`config.mk`:
```
export PLATFORM = sky130hd
export DESIGN_NAME = qbus_target
export DESIGN_NICKNAME = d
export VERILOG_FILES = /design/src/rtl/qbus_target.sv
export SDC_FILE = /design/constraint.sdc
export NUM_CORES = 1
export LEC_CHECK = 0
export CAP_MARGIN = 20
export CORE_MARGIN = 2
export CORE_UTILIZATION = 40
export CTS_BUF_LIST = sky130_fd_sc_hd__clkbuf_4 sky130_fd_sc_hd__clkbuf_8 sky130_fd_sc_hd__clkbuf_16
export DETAILED_ROUTE_END_ITERATION = 16
export GPL_TIMING_DRIVEN = 0
export PLACE_DENSITY_LB_ADDON = 0.1
export RECOVER_POWER = 100
export SYNTH_ARGS = -nofsm -noshare
export SYNTH_HDL_FRONTEND = slang
export SYNTH_SLANG_ARGS = --single-unit
export TNS_END_PERCENT = 1
```
`constraint.sdc`:
```
create_clock -name clk -period 2.3 [get_ports clk]
set_input_delay 0.345 -clock clk [delete_from_list [all_inputs] [get_ports clk]]
set_output_delay 0.345 -clock clk [all_outputs]
set_load 0.02 [all_outputs]
```
`src/rtl/qbus_target.sv`:
```
// Bus responder for the vm1 SYNC/DIN/DOUT/WTBT/RPLY bus: decodes an address window,
// inserts programmable wait states and maps accesses onto a synchronous RAM port.
module qbus_target #(
  parameter logic [15:0] BASE        = 16'o100000,
  parameter int          AW          = 10,
  parameter int          WAIT_STATES = 0
) (
  input  logic          clk,
  input  logic          reset_n,
  input  logic          ce,
  input  logic          sync_i,
  input  logic          din_i,
  input  logic          dout_i,
  input  logic          wtbt_i,
  input  logic [15:0]   addr_i,
  input  logic [15:0]   data_i,
  output logic [15:0]   data_o,
  output logic          rply_o,
  output logic          sel_o,
  output logic [AW-1:0] mem_addr,
  output logic          mem_re,
  output logic [1:0]    mem_we,
  output logic [15:0]   mem_wdata,
  input  logic [15:0]   mem_rdata
);

  typedef enum logic [2:0] {
    ST_IDLE  = 3'd0,
    ST_MISS  = 3'd1,
    ST_WAIT  = 3'd2,
    ST_RD    = 3'd3,
    ST_REPLY = 3'd4
  } state_t;

  localparam logic [3:0] WS = 4'(WAIT_STATES);

  state_t        state_r;
  logic          sync_r;
  logic [3:0]    cnt_r;
  logic [AW:0]   addr_r;
  logic          wtbt_r;
  logic          rd_r;
  logic          rply_r;
  logic          sel_r;
  logic          mem_re_r;
  logic [1:0]    mem_we_r;
  logic [15:0]   mem_wdata_r;
  logic [15:0]   data_r;
  logic          start_s;
  logic          hit_s;

  function automatic logic [1:0] byte_we(input logic wtbt, input logic a0);
    logic [1:0] we;
    case ({wtbt, a0})
      2'b10:   we = 2'b01;
      2'b11:   we = 2'b10;
      default: we = 2'b11;
    endcase
    return we;
  endfunction

  assign start_s = sync_i & ~sync_r;
  assign hit_s   = (addr_i[15:AW+1] == BASE[15:AW+1]);

  // Bus cycle sequencer; every state change and output register is qualified by ce
  always_ff @(posedge clk) begin
    if (ce) begin
      if (!reset_n) begin
        state_r     <= ST_IDLE;
        sync_r      <= 1'b0;
        cnt_r       <= 4'd0;
        addr_r      <= '0;
        wtbt_r      <= 1'b0;
        rd_r        <= 1'b0;
        rply_r      <= 1'b0;
        sel_r       <= 1'b0;
        mem_re_r    <= 1'b0;
        mem_we_r    <= 2'b00;
        mem_wdata_r <= 16'h0000;
        data_r      <= 16'h0000;
      end else begin
        sync_r   <= sync_i;
        mem_re_r <= 1'b0;
        mem_we_r <= 2'b00;
        case (state_r)
          ST_IDLE: begin
            if (start_s && hit_s) begin
              addr_r  <= addr_i[AW:0];
              wtbt_r  <= wtbt_i;
              cnt_r   <= WS;
              rd_r    <= 1'b0;
              sel_r   <= 1'b1;
              state_r <= ST_WAIT;
            end else if (start_s) begin
              state_r <= ST_MISS;
            end
          end
          ST_MISS: begin
            if (!sync_i) state_r <= ST_IDLE;
          end
          ST_WAIT: begin
            if (!sync_i) begin
              sel_r   <= 1'b0;
              state_r <= ST_IDLE;
            end else if (cnt_r != 4'd0) begin
              cnt_r <= cnt_r - 4'd1;
            end else if (din_i) begin
              mem_re_r <= 1'b1;
              rd_r     <= 1'b1;
              state_r  <= ST_RD;
            end else if (dout_i) begin
              mem_we_r    <= byte_we(wtbt_r, addr_r[0]);
              mem_wdata_r <= data_i;
              state_r     <= ST_REPLY;
            end
          end
          ST_RD: begin
            if (!sync_i) begin
              sel_r   <= 1'b0;
              state_r <= ST_IDLE;
            end else begin
              state_r <= ST_REPLY;
            end
          end
          ST_REPLY: begin
            if (!sync_i || (!din_i && !dout_i)) begin
              rply_r  <= 1'b0;
              sel_r   <= 1'b0;
              data_r  <= 16'h0000;
              state_r <= ST_IDLE;
            end else begin
              // RAM data arrives the cycle after the strobe, so it is taken as RPLY rises
              if (rd_r && !rply_r) data_r <= mem_rdata;
              rply_r <= 1'b1;
            end
          end
          default: begin
            rply_r  <= 1'b0;
            sel_r   <= 1'b0;
            state_r <= ST_IDLE;
          end
        endcase
      end
    end
  end

  assign rply_o    = rply_r;
  assign sel_o     = sel_r;
  assign mem_addr  = addr_r[AW:1];
  assign mem_re    = mem_re_r;
  assign mem_we    = mem_we_r;
  assign mem_wdata = mem_wdata_r;
  assign data_o    = (rply_r && din_i) ? data_r : 16'h0000;

endmodule

```
==> results of run 1 <==
where the power goes:
group	internal, mW	total [mW]	switching [mW]
Clock	0.743	1.15	0.405
Sequential	1.22	1.24	0.0175
Combinational	0.179	0.329	0.150
Total	2.14	2.72	0.573
final timing paths:
check	cells after the start	startpoint	end	slack, ns
hold / removal	1	wtbt_r	mem_we[1]	0.57
hold reg to reg	1	wtbt_r	mem_we[1]	0.57
setup reg to reg	7	cnt_r[0]	mem_wdata[13]	0.12
setup / recovery	4	din_i	data_o[15]	0.10
synth_stat cells, drive strengths merged:
library cell / instances / share of area
nand4bb: 1 / 0.0042
clkbuf: 5 / 0.0071
nand4: 2 / 0.0047
and4bb: 1 / 0.0047
nand2b: 3 / 0.0071
a21oi: 8 / 0.015
and2: 46 / 0.11
ha: 1 / 0.0047
nand2: 7 / 0.0099
a221oi: 1 / 0.0033
inv: 7 / 0.0099
nand3b: 1 / 0.0028
nor3: 3 / 0.0075
o211ai: 1 / 0.0028
o21a: 4 / 0.014
xnor2: 2 / 0.0066
buf: 14 / 0.037
a31oi: 1 / 0.0024
and2b: 1 / 0.0028
nor3b: 1 / 0.0047
nor2b: 2 / 0.0057
nor2: 10 / 0.014
nor4: 2 / 0.0071
o21ai: 4 / 0.0075
a311oi: 1 / 0.0033
and3: 19 / 0.045
edfxtp: 58 / 0.66
worst max-delay path: stages:
cell	delay, ns
clkdlybuf4s50_1	0.55
buf_4	0.20
and3_1	0.16
clkdlybuf4s50_1	0.60
sequential cells by signal (all words and copies together), names as in the netlist:
register	count
wtbt_r	1
data_r	16
addr_r	11
mem_re	1
mem_we	2
sel_o	1
mem_wdata	16
rply_o	1
sync_r	1
state_r	3
rd_r	1
cnt_r	4
layout by cell type, fill, tap and decap left out, types with 4 or more instances in the layout:
master | Yosys | routed
a21oi_1 | 8 | 7
and2_0 | 0 | 25
and2_1 | 45 | 21
and3_1 | 18 | 18
buf_4 | 11 | 12
clkbuf_1 | 5 | 8
clkbuf_8 | 0 | 9
clkdlybuf4s50_1 | 0 | 56
dlygate4sd2_1 | 0 | 10
dlygate4sd3_1 | 0 | 33
edfxtp_1 | 58 | 58
inv_1 | 7 | 7
nand2_1 | 7 | 7
nor2_1 | 10 | 10
o21a_1 | 3 | 4
o21ai_0 | 4 | 4
repair_timing:
| action | 4_1_cts | 5_1_grt |
|---|---|---|
| buffers inserted | 0 | 1 |
| endpoints found under the setup margin | 26 | 27 |
| pin swaps | 0 | 1 |
| gates resized for setup | 13 | 3 |
cells by family after synthesis:
logic type,Yosys count
XOR/XNOR,2
AO/OA/AOI/OAI,20
AND/OR/NAND/NOR,99
buffers and inverters,26
adder cells (fa/ha/maj),1
flip-flops,58
cell type report:
class                           instances  area share
Sequential cell                        58      0.4335
Timing Repair Buffer                  104      0.2541
Multi-Input combinational cell        122      0.1931
Clock buffer                           11     0.03457
Buffer                                 19     0.02865
Clock inverter                          5     0.02554
Tap cell                               77     0.02398
Inverter                                7    0.006540
layer usage:
metal / routed length, um / share of wire / vias up / GRT usage
met4: 75 / 0.013 / 0 / 0.06926
met1: 2466 / 0.43 / 875 / 0.2217
li1: - / - / 952 / -
met5: 0 / 0 / - / 0
met2: 2753 / 0.48 / 76 / 0.2493
met3: 452 / 0.079 / 7 / 0.05350
==> flow_metrics.tcl, run 1 <==
set metrics [dict create \
    fin_util 0.6291 \
    syn_area_mm2 0.002654 \
    hp-class "reg -> reg" \
    fin_crit_sh 0.9547 \
    synth_mux_area_frac 0 \
    vias_per_cell 4.739 \
    hold_slack_ns 0.5687 \
    dieArea_mm2 0.007302 \
    finClkSkew_ns 0.008122 \
    syn_to_final_growth_pct 51.39 \
    tightest_slew_ns 0.5768 \
    dp.cells 386 \
    hold_viol 0 \
    final_area_mm2 0.004018 \
    vias 1910 \
    drc 0 \
    synth_simple_gate_area_frac 0.2301 \
    cts_buffers 9 \
    required_ns 1.96 \
    ys_ff_latch 58 \
    grt_pass1_vias 1804 \
    clk_latency_ns 0.33 \
    worst_slack_ns 0.1042 \
    maxCapViolCount 0 \
    die_x_um 85.45 \
    placed_cell_area_mm2 0.003786 \
    syn-num-nets 262 \
    final.setup.tns_ns 0 \
    grt_max_degree 17 \
    synth_compound_area_frac 0.04856 \
    coreArea_mm2 0.006386 \
    ys_types 34 \
    worstSetupStartpointType "primary input" \
    netlist_instances 206 \
    ant_nets 0 \
    syn_avg_cell_area_um2 12.88 \
    cp_max_fo 10 \
    fmax_mhz 455.4 \
    slew_violations 0 \
    arrival_ns 1.85 \
    grt_usage 0.1657 \
    synth_fa_ha_area_frac 0.004715 \
    cts_tree "done" \
    nFillCells 507 \
    outcome "finished clean" \
    power.density_mw_per_mm2 675.9 \
    first_iter_violations 87 \
    dp_hpwl_mm 4.098 \
    seqCellArea_mm2 0.001742 \
    fin_crit_ns 2.196 \
    fp.dieH_um 85.45 \
    clock_path_buffers 2 \
    io_pins 102 \
    grt_setup_unrepaired "no" \
    synth_top_family_by_area "simple AND/OR/NAND/NOR gates" \
    fp-row-count 29 \
    hold_buffers 0 \
    htree_levels 3 \
    multi_input_area_um2 775.7 \
    nets 377 \
    place_congestion 0.8641 \
    finalWirelength_mm 5.747 \
    power_mw 2.715 \
    antenna_found_initial 0 \
    ys_warn_count 0 \
    finalNonFillerCells 403 \
    ys_seq_area_frac 0.6563 \
    diodes 0 \
    cellLeakagePower_nw 1.579 \
    overflow 0 \
    synthXorXnorAreaFrac 0.006601 \
    ir_drop_v 0.0003375 \
    place_ws_ns -0.3266 \
    dr.pass1.iters 4 \
    slew_headroom 0.6146 \
    cts_root_buf "clkbuf_8" \
    path_clk_slew_ns 0.06 \
    setup_viol 0 \
    crit_type "in -> out" \
    initial_utilization 0.4156 \
    port_buffers 101 \
    post_drt_wl_per_cell_um 14.26 \
    drive_gt1_frac 0.1074 \
    grt_first_pass_wirelength_mm 9.052 \
    end_kind "primary output" \
    cts_sinks 58 \
]
No activity file was read; power rests on OpenSTA's default activity.
==> inputs of run 2 (changes only) <==
--- a/config.mk
+++ b/config.mk
@@ -12,7 +12,8 @@
 export DETAILED_ROUTE_END_ITERATION = 16
 export GPL_TIMING_DRIVEN = 0
 export PLACE_DENSITY_LB_ADDON = 0.1
-export RECOVER_POWER = 100
+export RECOVER_POWER = 50
+export SETUP_SLACK_MARGIN = 0.4
 export SYNTH_ARGS = -nofsm -noshare
 export SYNTH_HDL_FRONTEND = slang
 export SYNTH_SLANG_ARGS = --single-unit
==> run 2 against run 1 <==
Total power is 15% lower. Cell count is 1.2% lower. Clock-buffer cell count is 1 lower. Sequential share of layout area is 0.83 points higher. Hold slack better by 0.017 ns. Maximum frequency is 5.6% higher. Non-clock buffer count is 1 lower. Register-to-register slack better by 0.25 ns. Core utilization is 1.2 points lower. First-iteration DRC count is 36% lower. Largest cell class unchanged. Largest power group unchanged.
==> flow_metrics.tcl, run 2 (same netlist as run 1, synthesis figures left out) <==
set metrics [dict create \
    port_buffers 101 \
    outcome "finished clean" \
    fin_crit_ns 2.080 \
    grt_usage 0.1617 \
    end_kind "primary output" \
    final.setup.tns_ns 0 \
    dr.pass1.iters 4 \
    worst-r2r-setup-slack_ns 0.37 \
    setup_viol 0 \
    clk_latency_ns 0.32 \
    vias 1911 \
    maxCapViolCount 0 \
    grt_max_degree 17 \
    io_pins 102 \
    drive_gt1_frac 0.1028 \
    nets 376 \
    place_congestion 0.8283 \
    ant_nets 0 \
    layout_commonest_cell "clkdlybuf4s50_1" \
    required_ns 1.96 \
    fin_crit_sh 0.9044 \
    post_drt_wl_per_cell_um 14.26 \
    finalWirelength_mm 5.677 \
    crit_type "in -> out" \
    worstReg2RegEnd "mem_wdata[3]" \
    syn_to_final_growth_pct 48.56 \
    grt_first_pass_wirelength_mm 8.928 \
    cp_max_fo 10 \
    hold_path.startpoint "cnt_r[0]" \
    hp-class "reg -> reg" \
    fp-row-count 29 \
    overflow 0 \
    cts_root_buf "clkbuf_8" \
    initial_utilization 0.4156 \
    holdPathStages 1 \
    first_iter_violations 56 \
    hold_slack_ns 0.5854 \
    ir_drop_v 0.0003249 \
    tightest_slew_ns 0.6723 \
    arrival_ns 1.74 \
    cts_buffers 9 \
    path_clk_slew_ns 0.05 \
    grt_setup_unrepaired "yes" \
    final_cell_mix "63 x clkdlybuf4s50_1, 58 x edfxtp_1, 29 x and2_0" \
    fp.dieH_um 85.45 \
    slew_headroom 0.5518 \
    die_x_um 85.45 \
    grt_pass1_vias 1869 \
    reg2reg_from "cnt_r[0]" \
    diodes 0 \
    antenna_found_initial 0 \
    min_to "cnt_r[0]" \
    finClkSkew_ns 0.008676 \
    cts_tree "done" \
    drc 0 \
    cts_sinks 58 \
    worst-r2r-cell-count 7 \
    power.density_mw_per_mm2 583.1 \
    worstSetupStartpointType "primary input" \
    slew_violations 0 \
    htree_levels 3 \
    dieArea_mm2 0.007302 \
    fmax_mhz 480.7 \
    coreArea_mm2 0.006386 \
    vias_per_cell 4.802 \
    cellLeakagePower_nw 1.549 \
    hold_viol 0 \
    dp_hpwl_mm 4.147 \
    clock_path_buffers 2 \
]
## run 2: cell count changes in the layout (fill, tap and decap cells not counted), moves of 3 or more
cell / change
dlygate4sd2_1: +4
bufinv_16: -3
and2_0: +4
clkdlybuf4s50_1: +7
and2_1: -4
dlygate4sd3_1: -11
## run 2: cell type report
class	count	area [um^2]
multi-input cells	122	789.5
inverters	7	26.28
fillers	546	2444
clock inverters	2	8.758
repair buffers	103	1033
flip-flops and latches	58	1742
plain buffers	19	115.1
clock buffers	10	131.4
well taps	77	96.34
## run 2: repair_timing
item / in CTS / in global routing
buffers inserted: 1 / 1
hold buffers: 0 / 0
setup endpoints to repair: 60 / 60
pin swaps: 1 / 1
resized for setup: 22 / 0
## run 2: critical path, cell delays in order
cell and delay [ns]:
clkdlybuf4s50_1 0.51, buf_4 0.18, clkbuf_2 0.19, and3_1 0.18
dlygate4sd2_1 0.33
## run 2: per-stage QoR
stage	std cells	area [um^2]	utilization	setup WS, ns	power [mW]
2_1_floorplan	206	2671	-	0.3407	1.416
3_3_place_gp	384	3779	0.5917	-0.4367	1.598
3_5_place_dp	384	3779	0.5917	-0.4938	1.603
4_1_cts	397	3940	0.6170	0.1865	2.325
5_1_grt	398	3943	0.6174	0.1112	2.392
6_report	398	3943	0.6174	0.2198	2.299
## run 2: power breakdown
| part | switching (mW) | internal [mW] | leakage (nW) |
|---|---|---|---|
| clock network | 0.352 | 0.372 | 0.0748 |
| logic | 0.149 | 0.184 | 0.911 |
| registers | 0.0193 | 1.22 | 0.563 |
## run 2: how the worst max path moves through the flow
| stage | startpoint | end | slack (ns) | cells after the start |
|---|---|---|---|---|
| after floorplan | rply_o | data_r[0] | 0.34 | 2 |
| after global placement | sync_i | data_r[12] | -0.44 | 4 |
| after detailed placement | sync_i | data_r[15] | -0.49 | 4 |
| after CTS | din_i | data_o[11] | 0.19 | 5 |
| after global routing | reset_n | addr_r[2] | 0.11 | 4 |
| final | din_i | data_o[11] | 0.22 | 5 |
## run 2: per-layer routing
layer | vias to the layer above | global-route usage | part of all wire
li1 | 945 | - | -
met1 | 884 | 0.1943 | 0.43
met2 | 72 | 0.2649 | 0.48
met3 | 10 | 0.05545 | 0.074
met4 | 0 | 0.06926 | 0.015
met5 | - | 0 | 0
==> inputs of run 3 (changes only) <==
--- a/config.mk
+++ b/config.mk
@@ -6,7 +6,6 @@
 export NUM_CORES = 1
 export LEC_CHECK = 0
 export CAP_MARGIN = 20
-export CORE_MARGIN = 2
 export CORE_UTILIZATION = 40
 export CTS_BUF_LIST = sky130_fd_sc_hd__clkbuf_4 sky130_fd_sc_hd__clkbuf_8 sky130_fd_sc_hd__clkbuf_16
 export DETAILED_ROUTE_END_ITERATION = 16
==> run 3 against run 2 <==
First-iteration DRC count up 82%. Clock-buffer cell count is the same. Cell count up 1.5%. Routed wire length down 1.9%. Critical path depth shrank 1. Largest power group unchanged.
==> flow_metrics.tcl, run 3 (same netlist as run 1, synthesis figures left out) <==
set metrics [dict create \
    holdPathStages 1 \
    hold_buffers 0 \
    first_iter_violations 102 \
    vias 1931 \
    nFillCells 510 \
    dieArea_mm2 0.006964 \
    worstSetupStartpointType "primary input" \
    worstReg2RegEnd "addr_r[4]" \
    cellLeakagePower_nw 1.579 \
    finClkSkew_ns 0.01146 \
    required_ns 2.26 \
    coreArea_mm2 0.006386 \
    drive_gt1_frac 0.1529 \
    slew_headroom 0.5715 \
    setup_viol 0 \
    path_clk_slew_ns 0.07 \
    vias_per_cell 4.780 \
    fmax_mhz 486.1 \
    io_pins 102 \
    min_to "mem_we[1]" \
    grt_setup_unrepaired "yes" \
    slew_violations 0 \
    pwr-share-seq 0.455 \
    post_drt_wl_per_cell_um 13.78 \
    hold_path.startpoint "wtbt_r" \
    fin_crit_sh 0.8944 \
    grt_first_pass_wirelength_mm 9.177 \
    clock_path_buffers 2 \
    internal-power_mw 2.140 \
    final_cell_mix "63 x clkdlybuf4s50_1, 58 x edfxtp_1, 24 x and2_0" \
    crit_type "in -> reg" \
    clkPwrFrac 0.423 \
    fp.dieH_um 83.45 \
    port_buffers 101 \
    overflow 0 \
    finalWirelength_mm 5.568 \
    p_sw_frac 0.2147 \
    end_kind "flop" \
    drc 0 \
    dp.cells 385 \
    finalNonFillerCells 404 \
    cp_max_fo 12 \
    final.setup.tns_ns 0 \
    worst-r2r-cell-count 3 \
    clk_latency_ns 0.33 \
    cts_tree "done" \
    ir_drop_v 0.0003883 \
    syn_to_final_growth_pct 51.49 \
    fin_crit_ns 2.057 \
    tightest_slew_ns 0.6428 \
    ant_nets 0 \
    switching_power_mw 0.5851 \
    die_x_um 83.45 \
    dr.pass1.iters 4 \
    dp_hpwl_mm 4.055 \
    cts_root_buf "clkbuf_8" \
    place_congestion 0.8261 \
    nets 378 \
    fp-row-count 29 \
    reg2reg_from "state_r[2]" \
    hold_viol 0 \
    maxCapViolCount 0 \
    antenna_found_initial 0 \
    power.density_mw_per_mm2 677.7 \
    diodes 0 \
    grt_usage 0.1714 \
    grt_pass1_vias 1847 \
    htree_levels 3 \
    arrival_ns 2.02 \
    outcome "finished clean" \
    grt_max_degree 17 \
    initial_utilization 0.4156 \
    combPwrFrac 0.122 \
    cts_buffers 9 \
    hp-class "reg -> reg" \
    layout_commonest_cell "clkdlybuf4s50_1" \
    cts_sinks 58 \
    worst-r2r-setup-slack_ns 0.38 \
]
## run 3: power groups by stage
stage | logic, mW | registers [mW] | clock network, mW
floorplan | 0.135 | 1.28 | 0
global placement | 0.334 | 1.26 | 0
detailed placement | 0.339 | 1.26 | 0
CTS | 0.345 | 1.24 | 1.17
global route | 0.360 | 1.24 | 1.22
finish | 0.333 | 1.24 | 1.15
## run 3: repair_timing
action | CTS | global route
pin swaps | 1 | 1
setup buffers | 1 | 2
setup endpoints to repair | 60 | 56
gates resized for setup | 27 | 15
## run 3: cell type report
class | instances | area (um^2) | share of cell area
repair buffers | 105 | 1002 | 0.2493
clock inverters | 6 | 115.1 | 0.02863
clock buffers | 10 | 131.4 | 0.03268
plain buffers | 19 | 117.6 | 0.02926
flip-flops and latches | 58 | 1742 | 0.4332
multi-input cells | 122 | 789.5 | 0.1964
well taps | 77 | 96.34 | 0.02397
inverters | 7 | 26.28 | 0.006536
## run 3: per-layer routing
metal,global-route usage,routed length (um)
met1,0.2290,2501
met2,0.2638,2590
met3,0.04154,390
met4,0.08320,85
met5,0,0
## run 3: critical path: stages
cell,delay [ns]
dlygate4sd3_1,0.69
and2b_1,0.20
nand4_1,0.20
a21oi_2,0.58
## run 3: through the flow
| stage | hold WS (ns) | cell area (um^2) | setup slack, ns | util | power (mW) |
|---|---|---|---|---|---|
| floorplan | 0.4575 | 2671 | 0.3407 | - | 1.416 |
| global placement | 0.5658 | 3779 | -0.4455 | 0.5917 | 1.597 |
| detailed placement | 0.5781 | 3786 | -0.3676 | 0.5929 | 1.604 |
| CTS | 0.5749 | 4060 | 0.1790 | 0.6358 | 2.753 |
| global route | 0.5982 | 4020 | 0.1510 | 0.6295 | 2.823 |
| finish | 0.5789 | 4020 | 0.2429 | 0.6295 | 2.725 |
## run 3: how the worst max path moves through the flow
stage | depth (start not counted) | to | startpoint
CTS | 5 | data_o[11] | din_i
global route | 4 | wtbt_r | sync_i
floorplan | 2 | data_r[0] | rply_o
global placement | 4 | data_r[0] | sync_i
detailed placement | 4 | addr_r[7] | sync_i
finish | 4 | addr_r[4] | sync_i
